`src/rtl/teng_pkg.sv`:
```
// ---------------------------------------------------------------------------
// teng_pkg
// Shared definitions for the TENG stimulus path: the motion sequencer
// state type, the phase codes reported to the mixed-signal bench, and the
// default code width used by the TENG model and downstream sense blocks.
// ---------------------------------------------------------------------------
package teng_pkg;

  // Default gap/charge code width expected by the TENG behavioural model
  localparam int W_DEF = 4;

  // Contact-separation cycle: close, hold closed, open, hold open
  typedef enum logic [2:0] {
    S_IDLE   = 3'd0,
    S_CLOSE  = 3'd1,
    S_HOLD_C = 3'd2,
    S_OPEN   = 3'd3,
    S_HOLD_O = 3'd4
  } state_t;

  // Phase codes; IDLE and HOLD_O share code 0 (plates fully separated)
  localparam logic [1:0] PH_IDLE   = 2'd0;
  localparam logic [1:0] PH_CLOSE  = 2'd1;
  localparam logic [1:0] PH_HOLD_C = 2'd2;
  localparam logic [1:0] PH_OPEN   = 2'd3;

  // Map a sequencer state onto its reported phase code
  function automatic logic [1:0] phase_of(input state_t s);
    logic [1:0] ph;
    ph = PH_IDLE;
    case (s)
      S_CLOSE:  ph = PH_CLOSE;
      S_HOLD_C: ph = PH_HOLD_C;
      S_OPEN:   ph = PH_OPEN;
      default:  ph = PH_IDLE;
    endcase
    return ph;
  endfunction

endpackage

```
`src/rtl/teng_step_timer.sv`:
```
// ---------------------------------------------------------------------------
// teng_step_timer
// Reloadable down-counter shared by the sequencer for both the gap-step
// divider and the hold-phase timer.
// Ports:
//   clk      - system clock, rising edge
//   rst_n    - synchronous active-low reset (count cleared)
//   load     - reload the count with load_val (wins over en)
//   load_val - reload value; the timer expires load_val+1 clocks after load
//   en       - count down by one while non-zero
//   tc       - terminal count, high while the count is zero
// ---------------------------------------------------------------------------
module teng_step_timer #(
  parameter int CW = 16
) (
  input  logic          clk,
  input  logic          rst_n,
  input  logic          load,
  input  logic [CW-1:0] load_val,
  input  logic          en,
  output logic          tc
);

  logic [CW-1:0] cnt;

  // Count register: reload has priority, counting stops at zero so tc
  // stays asserted until the owner reloads the timer.
  always_ff @(posedge clk) begin
    if (!rst_n) begin
      cnt <= '0;
    end else if (load) begin
      cnt <= load_val;
    end else if (en && (cnt != '0)) begin
      cnt <= cnt - 1'b1;
    end
  end

  assign tc = (cnt == '0);

endmodule

```
`src/rtl/teng_motion_seq.sv`:
```
// ---------------------------------------------------------------------------
// teng_motion_seq
// Stimulus sequencer feeding the TENG behavioural model. Repeats a
// close / hold / open / hold cycle on the gap code and tracks the
// transferred-charge code alongside it.
// Ports:
//   clk        - system clock, rising edge
//   rst_n      - synchronous active-low reset, aborts any cycle
//   start      - level request to begin cycling (ignored while busy)
//   stop       - finish the current cycle, then return to idle
//   q_clr      - synchronous clear of q_out, beats any step update
//   x_out      - gap code to the model X input (X_MAX = fully separated)
//   q_out      - charge code to the model Q input
//   phase      - 0 idle/hold-open, 1 close, 2 hold-closed, 3 open
//   busy       - high in every state except idle
//   cycle_done - one-clock pulse when a full cycle completes
//   cycle_cnt  - completed cycles, wraps 255 -> 0
// ---------------------------------------------------------------------------
module teng_motion_seq
  import teng_pkg::*;
#(
  parameter int W        = W_DEF,
  parameter int X_MAX    = 12,
  parameter int STEP_DIV = 2,
  parameter int HOLD_CYC = 4,
  parameter int Q_STEP   = 1,
  parameter int Q_MAX    = 15
) (
  input  logic         clk,
  input  logic         rst_n,
  input  logic         start,
  input  logic         stop,
  input  logic         q_clr,
  output logic [W-1:0] x_out,
  output logic [W-1:0] q_out,
  output logic [1:0]   phase,
  output logic         busy,
  output logic         cycle_done,
  output logic [7:0]   cycle_cnt
);

  localparam int TW = 16;

  // Reject parameter sets the model or the timer cannot represent
  if (W != W_DEF) begin : g_bad_w
    $error("teng_motion_seq: W must equal W_DEF");
  end
  if ((X_MAX < 1) || (X_MAX > (1 << W) - 1)) begin : g_bad_xmax
    $error("teng_motion_seq: X_MAX out of range");
  end
  if ((STEP_DIV < 1) || (STEP_DIV > (1 << TW))) begin : g_bad_div
    $error("teng_motion_seq: STEP_DIV out of range");
  end
  if ((HOLD_CYC < 1) || (HOLD_CYC > (1 << TW))) begin : g_bad_hold
    $error("teng_motion_seq: HOLD_CYC out of range");
  end
  if ((Q_STEP < 0) || (Q_STEP > (1 << W) - 1)) begin : g_bad_qstep
    $error("teng_motion_seq: Q_STEP out of range");
  end
  if ((Q_MAX < 0) || (Q_MAX > (1 << W) - 1)) begin : g_bad_qmax
    $error("teng_motion_seq: Q_MAX out of range");
  end

  localparam logic [W-1:0]  XM      = W'(X_MAX);
  localparam logic [W-1:0]  QM      = W'(Q_MAX);
  localparam logic [W-1:0]  QS      = W'(Q_STEP);
  // Timer expires load value + 1 clocks after the load edge
  localparam logic [TW-1:0] STEP_LD = TW'(STEP_DIV - 1);
  localparam logic [TW-1:0] HOLD_LD = TW'(HOLD_CYC - 1);

  state_t         state, state_nxt;
  logic [W-1:0]   x_nxt, q_nxt, q_up, q_dn;
  logic [W:0]     q_sum;
  logic           busy_nxt, done_nxt, stop_pend, stop_pend_nxt;
  logic [7:0]     cnt_nxt;
  logic           tmr_load, tmr_en, tmr_tc;
  logic [TW-1:0]  tmr_val;

  teng_step_timer #(.CW(TW)) u_timer (
    .clk      (clk),
    .rst_n    (rst_n),
    .load     (tmr_load),
    .load_val (tmr_val),
    .en       (tmr_en),
    .tc       (tmr_tc)
  );

  // Saturating charge arithmetic; one extra bit catches the upward carry
  always_comb begin
    q_sum = {1'b0, q_out} + {1'b0, QS};
    q_up  = (q_sum > {1'b0, QM}) ? QM : q_sum[W-1:0];
    q_dn  = (q_out > QS) ? (q_out - QS) : '0;
  end

  // Next-state and registered-output logic. The timer is reloaded on every
  // phase entry and after every gap step, so each step lands exactly
  // STEP_DIV clocks after the previous one.
  always_comb begin
    state_nxt     = state;
    x_nxt         = x_out;
    q_nxt         = q_out;
    done_nxt      = 1'b0;
    cnt_nxt       = cycle_cnt;
    stop_pend_nxt = stop_pend;
    tmr_load      = 1'b0;
    tmr_val       = STEP_LD;
    tmr_en        = 1'b0;

    case (state)
      S_IDLE: begin
        if (start && !stop) begin
          state_nxt = S_CLOSE;
          tmr_load  = 1'b1;
        end
      end
      S_CLOSE: begin
        tmr_en = 1'b1;
        if (tmr_tc) begin
          q_nxt    = q_up;
          tmr_load = 1'b1;
          if (x_out <= W'(1)) begin
            x_nxt     = '0;
            state_nxt = S_HOLD_C;
            tmr_val   = HOLD_LD;
          end else begin
            x_nxt = x_out - 1'b1;
          end
        end
      end
      S_HOLD_C: begin
        tmr_en = 1'b1;
        if (tmr_tc) begin
          state_nxt = S_OPEN;
          tmr_load  = 1'b1;
        end
      end
      S_OPEN: begin
        tmr_en = 1'b1;
        if (tmr_tc) begin
          q_nxt    = q_dn;
          tmr_load = 1'b1;
          if (x_out >= XM - 1'b1) begin
            x_nxt     = XM;
            state_nxt = S_HOLD_O;
            tmr_val   = HOLD_LD;
          end else begin
            x_nxt = x_out + 1'b1;
          end
        end
      end
      S_HOLD_O: begin
        tmr_en = 1'b1;
        if (tmr_tc) begin
          done_nxt = 1'b1;
          cnt_nxt  = cycle_cnt + 8'd1;
          if (stop_pend) begin
            state_nxt = S_IDLE;
          end else begin
            state_nxt = S_CLOSE;
            tmr_load  = 1'b1;
          end
        end
      end
      default: begin
        state_nxt = S_IDLE;
      end
    endcase

    // A stop while cycling is remembered until the cycle ends in idle
    if ((state != S_IDLE) && stop) begin
      stop_pend_nxt = 1'b1;
    end
    if (state_nxt == S_IDLE) begin
      stop_pend_nxt = 1'b0;
    end

    if (q_clr) begin
      q_nxt = '0;
    end

    busy_nxt = (state_nxt != S_IDLE);
  end

  // State and output registers; reset aborts any cycle immediately
  always_ff @(posedge clk) begin
    if (!rst_n) begin
      state      <= S_IDLE;
      x_out      <= XM;
      q_out      <= '0;
      busy       <= 1'b0;
      cycle_done <= 1'b0;
      cycle_cnt  <= '0;
      stop_pend  <= 1'b0;
    end else begin
      state      <= state_nxt;
      x_out      <= x_nxt;
      q_out      <= q_nxt;
      busy       <= busy_nxt;
      cycle_done <= done_nxt;
      cycle_cnt  <= cnt_nxt;
      stop_pend  <= stop_pend_nxt;
    end
  end

  assign phase = phase_of(state);

endmodule

```
`config.mk`:
```
export PLATFORM = sky130hd
export DESIGN_NAME = teng_motion_seq
export DESIGN_NICKNAME = d
export VERILOG_FILES = /design/src/rtl/teng_pkg.sv /design/src/rtl/teng_step_timer.sv /design/src/rtl/teng_motion_seq.sv
export SDC_FILE = /design/constraint.sdc
export NUM_CORES = 1
export LEC_CHECK = 0
export CAP_MARGIN = 5
export CORE_UTILIZATION = 57
export CTS_CLUSTER_DIAMETER = 50
export DETAILED_ROUTE_END_ITERATION = 10
export PLACE_DENSITY = 0.88
export SLEW_MARGIN = 20
export SYNTH_ARGS = -nofsm -noshare
export SYNTH_HDL_FRONTEND = slang
export SYNTH_SLANG_ARGS = --single-unit
```
`constraint.sdc`:
```
create_clock -name clk -period 3.3 [get_ports clk]
set_input_delay 0.495 -clock clk [delete_from_list [all_inputs] [get_ports clk]]
set_output_delay 0.495 -clock clk [all_outputs]
set_load 0.02 [all_outputs]
```
==> results list, run 1 <==
- The net count of the finished layout is 310.
- Setup crit start kind: flip-flop
- Between clock sinks in the finished design, the worst skew comes to 5.18 ps.
* Longest Clk Path Bufs: 2
* Mapped Nets: 294
- Post-synthesis area per instance: 8.42 um^2
* Die Span Y: 66.4 um
* Ant. Diodes: 0
- Core ar.: 4000 um^2
- Layout cells sized above 1: 10.7%
- Data arrival time of the critical path: 2940 ps
- Sequential fraction of the synthesis area: 32.2%
- Global router's overall resource usage: 26.0%
- For this run, the leading register cell type out of synthesis is dfxtp_1.
- The first global-routing pass estimated 8790 um of wire.
- Of all nets on the critical path, the largest fanout is 21.
- Worst Hold Class: flip-flop to flip-flop
* Worst Hold Margin: 477 ps
- Die boundary width: 66.4 um
- The design draws 2.39 mW.
- Setup violations remaining at the end of the flow were counted as 0.
- For this run, design rule violations remaining after detail routing come to 0.
- Hold Vio Cnt, Final: 0
- For this run, the share of the core covered by cells in the final layout is 67.4%.
- Counting the fill cells in the layout gives 334.
- Count of boundary I/O pins: 25
- Antenna violations before repair: 0
- Post-route ant nets: 0
- For this design, the CTS-stage hold fixing added 0 buffers.
- Buffers added to address setup during post-CTS repair amount to 0.
- Initial standard-cell utilization of the core: 59.1%
- Sum of routed wire length over all layers: 5340 um
- Routed wirelength normalized by instance count: 15.3 um
- Clock tree from TritonCTS: built
- Final Slew Violations: 0
- For this run, the detailed router's first-pass iteration total came to 4.
* Synth top area cells: dfxtp_1 32%, a2111o_1 5.2%, ha_1 4.2%
- Drt via density: 6.39
- TritonCTS sink count: 38
* Relative area change from synthesis to final layout: 14.0%
- STA puts the critical path data required time at 3510 ps.
* Sum of negative setup slack: 0 ps
- Count of cell types in the netlist: 59
* Number of flops mapped to enable cells by yosys: 0
- At the later pin of the worst-skew pair, clock insertion delay measures 290 ps.
- After the first detailed-routing iteration, the DRC count stood at 237.
- Setup repair after global routing left no endpoint under its margin.
- CTS clk-pin slew, worst paths: 70 ps
* Final period demand of the worst path: 2730 ps
* Number of global-route vias before repair: 1900
* Power density over the cells: 888 nW/um^2
- Placed wire-length estimate: 3500 um
- Seq cells post-synth: 38
- In this run the clock root is driven by a clkbuf_8.
- Actual transition at the worst max-transition pin: 872 ps
- Cell area after layout: 2700 um^2
- Warnings from Yosys: 0
- Last weighted congestion value of the routability-driven placer: 0.822
- Max-cap violations: 0
- Final global-route overflow total: 0
- Outcome: finished clean
- The worst-case IR drop observed on VDD is 0.000452 V.
- Share of the clock period used by the worst path after layout: 82.7%
* Number of cells produced by synthesis: 281
* Max H-tree Level: 2
- Summing all placed instances gives a cell area of 2580 um^2.
* Summed instance area of the synthesized netlist: 2360 um^2
- In this run the biggest area consumer among cell types represents 32.2% of the synthesized area.
* Quantity of gates resized following cts: 0
- In this run the tightest slew margin relative to its limit is 41.9%.
- Row generation in the floorplan step produced 23 rows.
* Static leakage power: 1.04 nW
- After synthesis, the share of flip-flops with an asynchronous set or reset is 0%.
- Largest net degree at the start of global routing: 29
- The worst setup path is captured at a flip-flop.
- Input and output buffers added on the ports amount to 24.
- Timing would allow up to 0.367 GHz.
* Count of vias placed by the detailed router: 2225
- The floorplan step defined a die boundary enclosing 4410 um^2.
* Dominant cell type by area after synthesis: dfxtp_1
- The critical path is of the flip-flop to flip-flop type.
- TritonCTS buffer count: 5
==> critical path: stages (launching register included) <==
cell and delay [ps]:
dfxtp_1 330, inv_1 90, ha_1 180, or3b_1 490, nor4_4 240, buf_4 220, a21oi_2 240, a2111oi_1 570
mux2i_1 290
==> layer usage <==
layer,wire length [um],share of wire (%),GRT usage (%)
met5,0,0,0
met4,75,1.4,9.04
met3,262,4.9,6.21
met2,2540,48,42.5
met1,2450,46,33.1
==> path summary, 6_finish.rpt <==
| path | startpoint | endpoint | cells after the start | slack [ps] |
|---|---|---|---|---|
| setup reg to reg | u_timer.cnt[0] | u_timer.cnt[10] | 8 | 570 |
| hold / removal | cycle_cnt[7] | cycle_cnt[7] | 2 | 480 |
| setup / recovery | u_timer.cnt[0] | u_timer.cnt[10] | 8 | 570 |
| hold reg to reg | cycle_cnt[7] | cycle_cnt[7] | 2 | 480 |
==> cell families after synthesis <==
logic type / Yosys count / synth area share (%)
AOI/OAI and AO/OA: 77 / 25.2
adders and majority gates: 8 / 4.23
and+or+nand+nor: 115 / 27.5
buffers and inverters: 34 / 7.30
xor gates and xnor gates: 3 / 1.11
muxes: 6 / 2.54
DFF: 38 / 32.2
==> layout make-up <==
class	instances	area, um^2	area share, %
clock buffer	8	110	4.09
sequential	38	761	28.2
inverter	14	52.6	1.95
timing repair buffer	29	278	10.3
tap	50	62.6	2.32
multi-input combinational	209	1430	53.1
==> cells in the mapped netlist (all sizes together), types with 2 or more instances <==
| cell type | number |
|---|---|
| nand2 | 21 |
| mux2i | 6 |
| or3 | 9 |
| nor4 | 7 |
| a211oi | 3 |
| a221oi | 2 |
| inv | 14 |
| o22ai | 2 |
| nand4 | 5 |
| buf | 3 |
| a2111oi | 3 |
| nand2b | 5 |
| dfxtp | 38 |
| nor2 | 21 |
| a21oi | 13 |
| o31ai | 4 |
| o211ai | 2 |
| ha | 8 |
| and3 | 3 |
| or4 | 5 |
| o2111ai | 10 |
| xnor2 | 2 |
| a2111o | 11 |
| a31oi | 4 |
| nor3 | 12 |
| o21ai | 12 |
| clkbuf | 15 |
| or2 | 6 |
| nand3 | 13 |
| a311oi | 5 |
==> where the power goes <==
part / leakage [nW] / total [mW] / internal [mW] / switching, mW
clock network: 0.0575 / 0.376 / 0.211 / 0.165
registers: 0.309 / 0.732 / 0.570 / 0.161
logic: 0.672 / 1.29 / 0.521 / 0.764
total: 1.04 / 2.39 / 1.30 / 1.09
==> per-stage QoR <==
step,setup WS [ps],cells
5_1_grt,445,348
2_1_floorplan,952,281
6_report,572,348
3_3_place_gp,792,340
4_1_cts,604,348
3_5_place_dp,701,340
==> registers in the layout, summed over array words and instances (netlist names) <==
name,flops
cycle_cnt,8
x_out,4
state,3
stop_pend,1
cycle_done,1
u_timer.cnt,16
q_out,4
busy,1
==> placed cells by master (no fill, tap or decap), drive strengths merged, types with 2 or more instances in the layout <==
master         synthesis  routed
inv                   14      14
o21ai                 12      12
a31oi                  4       4
buf                    3       5
clkbuf                15       8
a2111oi                3       3
mux2i                  6       6
or2                    6       6
or4                    5       5
a2111o                11      11
and3                   3       3
xnor2                  2       2
nand2                 21      21
nor3                  12      12
a221oi                 2       2
nor2                  21      21
o31ai                  4       4
nand4                  5       5
o22ai                  2       2
nor4                   7       7
nand3                 13      13
a211oi                 3       3
clkdlybuf4s50          0      24
nand2b                 5       5
ha                     8       8
a311oi                 5       5
dfxtp                 38      38
or3                    9       9
a21oi                 13      13
o2111ai               10      10
o211ai                 2       2
(Power assumes the default switching activity.)
==> run 2, diff against run 1 <==
- CORE_UTILIZATION: 57 -> 51
- PLACE_DENSITY: 0.88 -> 0.84
- clock period: 3.3 -> 2.25 ns (I/O delays scaled with it)
==> run 2 against run 1 <==
Net effect: via count rose by 4.5%; fmax rose by 26%; non-clock buffer count rose by 14; design area rose by 6.5%; power rose by 66%; final cell count rose by 4.6%; setup slack got worse by 480 ps; register-to-register slack got worse by 480 ps; utilization fell by 2.4 points.
==> results list, run 2 (synthesized netlist as in run 1, its figures left out) <==
- Outcome: finished clean
- By startpoint and endpoint, the worst setup path is classified as flip-flop to flip-flop.
- Actual transition at the worst max-transition pin: 571 ps (-300 ps)
* Data arrival time of the critical path: 2380 ps (-560 ps)
* Biggest register: u_timer.cnt
- The total net switching power was 1.71 mW (+56%).
- The routability-driven placement congestion ratio was 0.829 (+0.95%).
- Worst hold path startpoint: cycle_cnt[7]
- The cts-stage hold buffer count is 0 (unchanged).
- Initial standard-cell utilization of the core: 53.6% (-5.5 points)
* Design internal power: 2.28 mW (+75%)
- The final hold violation count came to 0 (unchanged).
* Largest registers ranked by flip-flop count: u_timer.cnt: 16 flops, cycle_cnt: 8 flops
- Final global-route overflow total: 0 (unchanged)
- Data required time at the worst endpoint: 2470 ps (-1040 ps)
* Final Slew Violations: 0 (unchanged)
- The number of buffers inserted during clock tree synthesis came to 5 (unchanged).
* Die Span Y: 70.1 um (+5.5%)
- Count of vias placed by the detailed router: 2325 (+4.5%)
* Ant. Diodes: 0 (unchanged)
- Gate power share: 55.7% (+2.0 points)
* Number of setup buffers added after CTS: 0 (unchanged)
- Core ar.: 4410 um^2 (+10%)
* Count of boundary I/O pins: 25 (unchanged)
- Worst Hold Margin: 486 ps (+8.55 ps)
* Top library cells by usage in the layout, fill and taps aside: 37 x dfxtp_1, 24 x clkdlybuf4s50_1, 21 x nand2_1, 21 x nor2_1, 18 x buf_4
- Share of total power in the clock network: 18.3% (+2.6 points)
* Worst-Skew Late Latency: 290 ps (about the same)
- End of the worst register-to-register path: cycle_cnt[3]
- The switching power share of the total was 42.8% (-2.8 points).
- The number of levels the H-tree was split into came to 2 (unchanged).
* Number of global-route vias before repair: 2051 (+7.9%)
- TritonCTS built the clock tree.
- Port buffer count: 24 (unchanged)
- Setup repair after global routing left no endpoint under its margin.
- Global router's overall resource usage: 23.3% (-2.7 points)
- The timing-limited maximum frequency was 0.463 GHz (+26%).
- The iteration count of the initial detailed-routing pass was 4 (unchanged).
- The largest net degree at the start of global routing was 29 (unchanged).
- The count of maximum capacitance violations is 0 (unchanged).
- The tree is rooted in a clkbuf_8.
* Worst Hold Class: flip-flop to flip-flop
- Min-Delay Path Depth: 2 (unchanged)
- Clock Skews: 11.7 ps (+6.56 ps)
- Setup slack at placement: 90.9 ps (-610 ps)
- Global-route wire length before repair: 9400 um (+6.9%)
- Detailed router's first-iteration violation count: 150 (-37%)
- The number of endpoints failing setup at the final stage was 0 (unchanged).
* Cell depth of the worst flop-to-flop path: 8 (unchanged)
- The worst setup path is launched from a flip-flop.
- The flip-flop count of the largest register, all copies and words added came to 16 (unchanged).
* Final-stage net count: 324 (+4.5%)
- The worst voltage drop across the vdd grid came to 0.00104 V (+130%).
* Placed wire-length estimate: 3920 um (+12%)
* Share of the clock period used by the worst path after layout: 95.9% (+13 points)
- The number of antenna violations at the first check in global routing is 0 (unchanged).
- The final wirelength was 5630 um (+5.5%).
- Routed wirelength normalized by instance count: 15.5 um (+0.82%)
* Worst reg2reg startpoint: u_timer.cnt[1]
* Relative area change from synthesis to final layout: 21.4%
* Crit-path max FO: 8 (-62%)
- The headroom to the max-slew limit came to 61.6% (+20 points).
* Share of total power in sequential cells: 26.0% (-4.6 points)
- PnR worst setup slack: 92.2 ps (-480 ps)
* Die boundary width: 70.1 um (+5.5%)
- Sum of negative setup slack: 0 ps (unchanged)
- The area of the die came to 4910 um^2 (+11%).
- Static leakage power: 1.13 nW (+8.8%)
- The total of fill cells in the finished design is 365 (+9.3%).
- Worst hold path endpoint: cycle_cnt[7]
* Most frequent standard cell in the layout excluding fill and tap cells: dfxtp_1
- The setup slack of the most critical reg-to-reg path is 90 ps (-480 ps).
- Worst setup EP type: flip-flop
* Post-route ant nets: 0 (unchanged)
- Layout cells sized above 1: 16.7% (+5.9 points)
- Final period demand of the worst path: 2160 ps (-570 ps)
* Longest Clk Path Bufs: 2 (unchanged)
- TritonCTS sink count: 38 (unchanged)
- The ratio of routed vias to standard cells was 6.39 (about the same).
* DRC Markers: 0 (unchanged)
* CTS clk-pin slew, worst paths: 90 ps (+20 ps)
- The power per unit of standard cell area is 1390 nW/um^2 (+56%).
- Number of rows created at floorplan: 24 (+4.3%)
-- run 2: worst max-delay path by stage --
stage / startpoint / end / slack [ps] / depth (start not counted)
detailed placement: u_timer.cnt[0] / cycle_cnt[5] / 90 / 8
finish: u_timer.cnt[1] / cycle_cnt[3] / 90 / 8
global route: u_timer.cnt[0] / cycle_cnt[3] / 1 / 8
global placement: u_timer.cnt[1] / cycle_cnt[5] / 150 / 8
floorplan: u_timer.cnt[1] / cycle_cnt[5] / 5 / 8
CTS: u_timer.cnt[0] / cycle_cnt[3] / 70 / 8
-- run 2: repair_timing --
item                       CTS  global route
hold endpoints to repair     0             0
resized for setup            0             4
setup endpoints to repair    0             5
-- run 2: layout make-up --
cell class	count	area, um^2	area share [%]
multi-input combinational	209	1450	50.6
sequential	38	762	26.5
timing repair buffer	43	395	13.8
clock buffer	6	82.6	2.88
tap	52	65.1	2.27
clock inverter	2	60.1	2.09
inverter	14	52.6	1.83
-- run 2: power groups by stage --
stage	Sequential (mW)	Clock (mW)	Combinational [mW]
2_1_floorplan	1.03	0	1.52
3_3_place_gp	1.03	0	2.06
3_5_place_dp	1.04	0	2.12
4_1_cts	1.03	0.731	2.17
5_1_grt	1.06	0.760	2.38
6_report	1.04	0.728	2.22
-- run 2: metrics by stage --
step	instances	total power, mW	utilization [%]	area (um^2)
after floorplan	281	2.55	-	2380
after global placement	356	3.09	61.6	2720
after detailed placement	356	3.16	61.6	2720
after CTS	364	3.93	64.8	2860
after global routing	364	4.21	65.0	2870
final	364	3.98	65.0	2870
-- run 2: worst max-delay path, cell delays in order, from the launching register on --
cell     delay [ps]
dfxtp_1         330
inv_2            80
ha_4            130
or3b_4          390
nor4_4          210
buf_4           200
nand3_4         120
or4_1           480
a21oi_1         150
-- run 2: layer usage --
layer / GRT usage (%) / wire length (um)
met5: 0 / 0
met3: 3.90 / 318
met1: 30.9 / 2510
met4: 6.89 / 69
met2: 38.9 / 2730
==> run 3, diff against run 2 <==
- CTS_CLUSTER_DIAMETER: 50 -> 60
- GPL_TIMING_DRIVEN: default -> 0
==> run 3 against run 2 <==
Net effect: hold slack got worse by 3.4 ps; register-to-register slack got worse by 80 ps; count of clock-buffer cells in the layout did not move; sequential share of layout area fell by 1.3 points; global-route usage rose by 3.1 points; power rose by 6.8%; flip-flop and latch count did not move; fmax fell by 3.7%; critical path depth rose by 1; routed wire length rose by 19%; die area did not move; critical path type unchanged; largest cell class unchanged.
==> results list, run 3 (synthesized netlist as in run 1, its figures left out) <==
- The worst setup path is captured at a flip-flop.
- The via count of the first global-routing pass is 2323 (+13%).
- DRT Pass-1 Iters: 5 (+1)
- The flow ran to the end, and the final reports show no timing, DRC or antenna violations.
* DRC Markers: 0 (unchanged)
* Worst Setup SP: u_timer.cnt[1]
- Antenna violations before repair: 0 (unchanged)
- The timing-limited maximum frequency was 0.446 GHz (-3.7%).
- Worst relative slew slack: 61.1% (-0.50 points)
- In the final layout, the registers with the most flip-flops are u_timer.cnt: 16 flops, cycle_cnt: 8 flops.
- Max H-tree Level: 2 (unchanged)
- TritonCTS built the clock tree.
- Global router's overall resource usage: 26.4% (+3.1 points)
- The largest clock skew in the final design came to 8.31 ps (-3.42 ps).
- The count of maximum capacitance violations was 0 (unchanged).
- Gate power share: 64.2% (+8.5 points)
- The number of core rows is 24 (unchanged).
- Data required time at the worst endpoint: 2450 ps (-20 ps)
- Die boundary width: 70.1 um (unchanged)
- Hold buffer count at cts: 0 (unchanged)
* Design internal power: 2.31 mW (+1.4%)
* Drt via density: 6.65 (+4.1%)
- Final-stage net count: 341 (+5.2%)
* CTS root buf: clkbuf_8
* Relative area change from synthesis to final layout: 28.0%
- Final-report setup violation count: 0 (unchanged)
- The first-iteration detailed-routing DRC count is 224 (+49%).
- The fraction of layout cells with a size suffix above 1 was 21.7% (+5.0 points).
- Power density over the cells: 1400 nW/um^2 (+1.2%)
* Worst-Skew Late Latency: 290 ps (about the same)
* Worst reg2reg startpoint: u_timer.cnt[1]
- Sum of routed wire length over all layers: 6710 um (+19%)
- Worst hold path startpoint: cycle_cnt[7]
- The y dimension of the die is 70.1 um (unchanged).
* Worst Hold Class: flip-flop to flip-flop
- Count of vias placed by the detailed router: 2521 (+8.4%)
- Core ar.: 4410 um^2 (unchanged)
- The TritonCTS sink count came to 38 (unchanged).
* Final Slew Violations: 0 (unchanged)
- Count of boundary I/O pins: 25 (unchanged)
- The wire length of the first global-routing pass was 10500 um (+12%).
* Switching power as a share of total power: 45.7% (+2.9 points)
- Port buffer count: 24 (unchanged)
* Utilization after layout: 68.6% (+3.6 points)
- Net switching power: 1.94 mW (+14%)
* Static leakage power: 1.19 nW (+5.4%)
- The initial standard-cell utilization of the core was 53.6% (unchanged).
- Leaving out fill and tap cells, the most frequent cell in the layout is dfxtp_1.
- The number of buffers inserted during clock tree synthesis is 5 (unchanged).
* Actual transition at the worst max-transition pin: 584 ps (+12.7 ps)
* Placed wire-length estimate: 4150 um (+5.9%)
- The cell count of the worst reg-to-reg path is 9 (+1).
- u_timer.cnt holds more flip-flops than any other register.
- The worst voltage drop across the vdd grid came to 0.00117 V (+12%).
- STA classifies the critical path startpoint as a flip-flop.
* End of the worst register-to-register path: u_timer.cnt[1]
* Worst reg-to-reg setup slack: 8 ps (-80 ps)
* Hold Vio Cnt, Final: 0 (unchanged)
* Longest Clk Path Bufs: 2 (unchanged)
* Min-Delay Path Depth: 2 (unchanged)
* Final period demand of the worst path: 2240 ps (+83.8 ps)
- Final global-route overflow total: 0 (unchanged)
- Worst hold path endpoint: cycle_cnt[7]
- CTS clk-pin slew, worst paths: 80 ps (about the same)
* Share of total power in the clock network: 10.9% (-7.4 points)
* Sum of negative setup slack: 0 ps (unchanged)
- Post-route ant nets: 0 (unchanged)
- Setup Crit Path Kind: flip-flop to flip-flop
* Largest net degree at the start of global routing: 11 (-62%)
- The per-cell routed wire length came to 17.7 um (+15%).
- In the layout the commonest cells are 36 x dfxtp_1, 24 x clkdlybuf4s50_1, 21 x nand2_1, 21 x nor2_1, 18 x buf_4.
* Crit-path max FO: 10 (+2)
- Data arrival time of the critical path: 2440 ps (+60 ps)
- Share of total power in sequential cells: 25.0% (-1.0 points)
- Last weighted congestion value of the routability-driven placer: 0.914 (+10%)
- Share of the clock period used by the worst path after layout: 99.6% (+3.7 points)
* Flip-flop count of the largest register, all copies and words added: 16 (unchanged)
- The antenna diode count was 0 (unchanged).
* Die ar.: 4910 um^2 (unchanged)
==> run 3: timing repair <==
item / 4_1_cts / 5_1_grt
setup buffers: 12 / 5
endpoints found under the setup margin: 34 / 36
gates cloned: 2 / 0
pin swaps: 7 / 5
resized for setup: 22 / 17
==> run 3: layout make-up <==
cell class	instances	area, um^2
multi-input combinational	209	1540
inverter	14	52.6
timing repair buffer	43	393
fill	345	1390
sequential	38	763
buffer	17	129
clock buffer	6	82.6
tap	52	65.1
==> run 3: metrics by stage <==
| stage | std cells | area (um^2) | power (mW) | hold WS [ps] | worst slack, ps |
|---|---|---|---|---|---|
| 3_5_place_dp | 357 | 2680 | 3.01 | 478 | -418 |
| 3_3_place_gp | 357 | 2680 | 2.93 | 467 | -329 |
| 6_report | 379 | 3030 | 4.25 | 482 | 8.35 |
| 4_1_cts | 377 | 2960 | 3.83 | 488 | -129 |
| 5_1_grt | 379 | 3030 | 4.49 | 504 | -75.1 |
| 2_1_floorplan | 281 | 2380 | 2.55 | 459 | 5.24 |
==> run 3: worst max-delay path by stage <==
stage,endpoint,slack [ps]
6_report,u_timer.cnt[1],8
5_1_grt,u_timer.cnt[1],-80
4_1_cts,cycle_cnt[3],-130
3_5_place_dp,u_timer.cnt[9],-420
3_3_place_gp,u_timer.cnt[10],-330
2_1_floorplan,cycle_cnt[5],5
==> run 3: power groups by stage <==
stage	Clock, mW	Sequential (mW)	Combinational (mW)
finish	0.462	1.06	2.73
global route	0.500	1.09	2.90
CTS	0.470	1.04	2.32
detailed placement	0	1.04	1.97
global placement	0	1.03	1.90
floorplan	0	1.03	1.52
==> run 3: critical path, cell delays in order (launching register included) <==
cell and delay [ps]:
dfxtp_2 330, inv_2 80, ha_4 140, nor3b_1 350
nand4_1 160, buf_4 200, o211ai_4 180, clkbuf_2 280
o21ai_0 140, a311oi_1 280
==> run 3: metal layers <==
layer | up-vias | track usage, % | part of all wire, %
met1 | 1175 | 32.1 | 39
met4 | 0 | 11.6 | 3.2
li1 | 1171 | - | -
met3 | 30 | 5.63 | 9.6
met2 | 145 | 44.7 | 49
met5 | - | 0 | 0
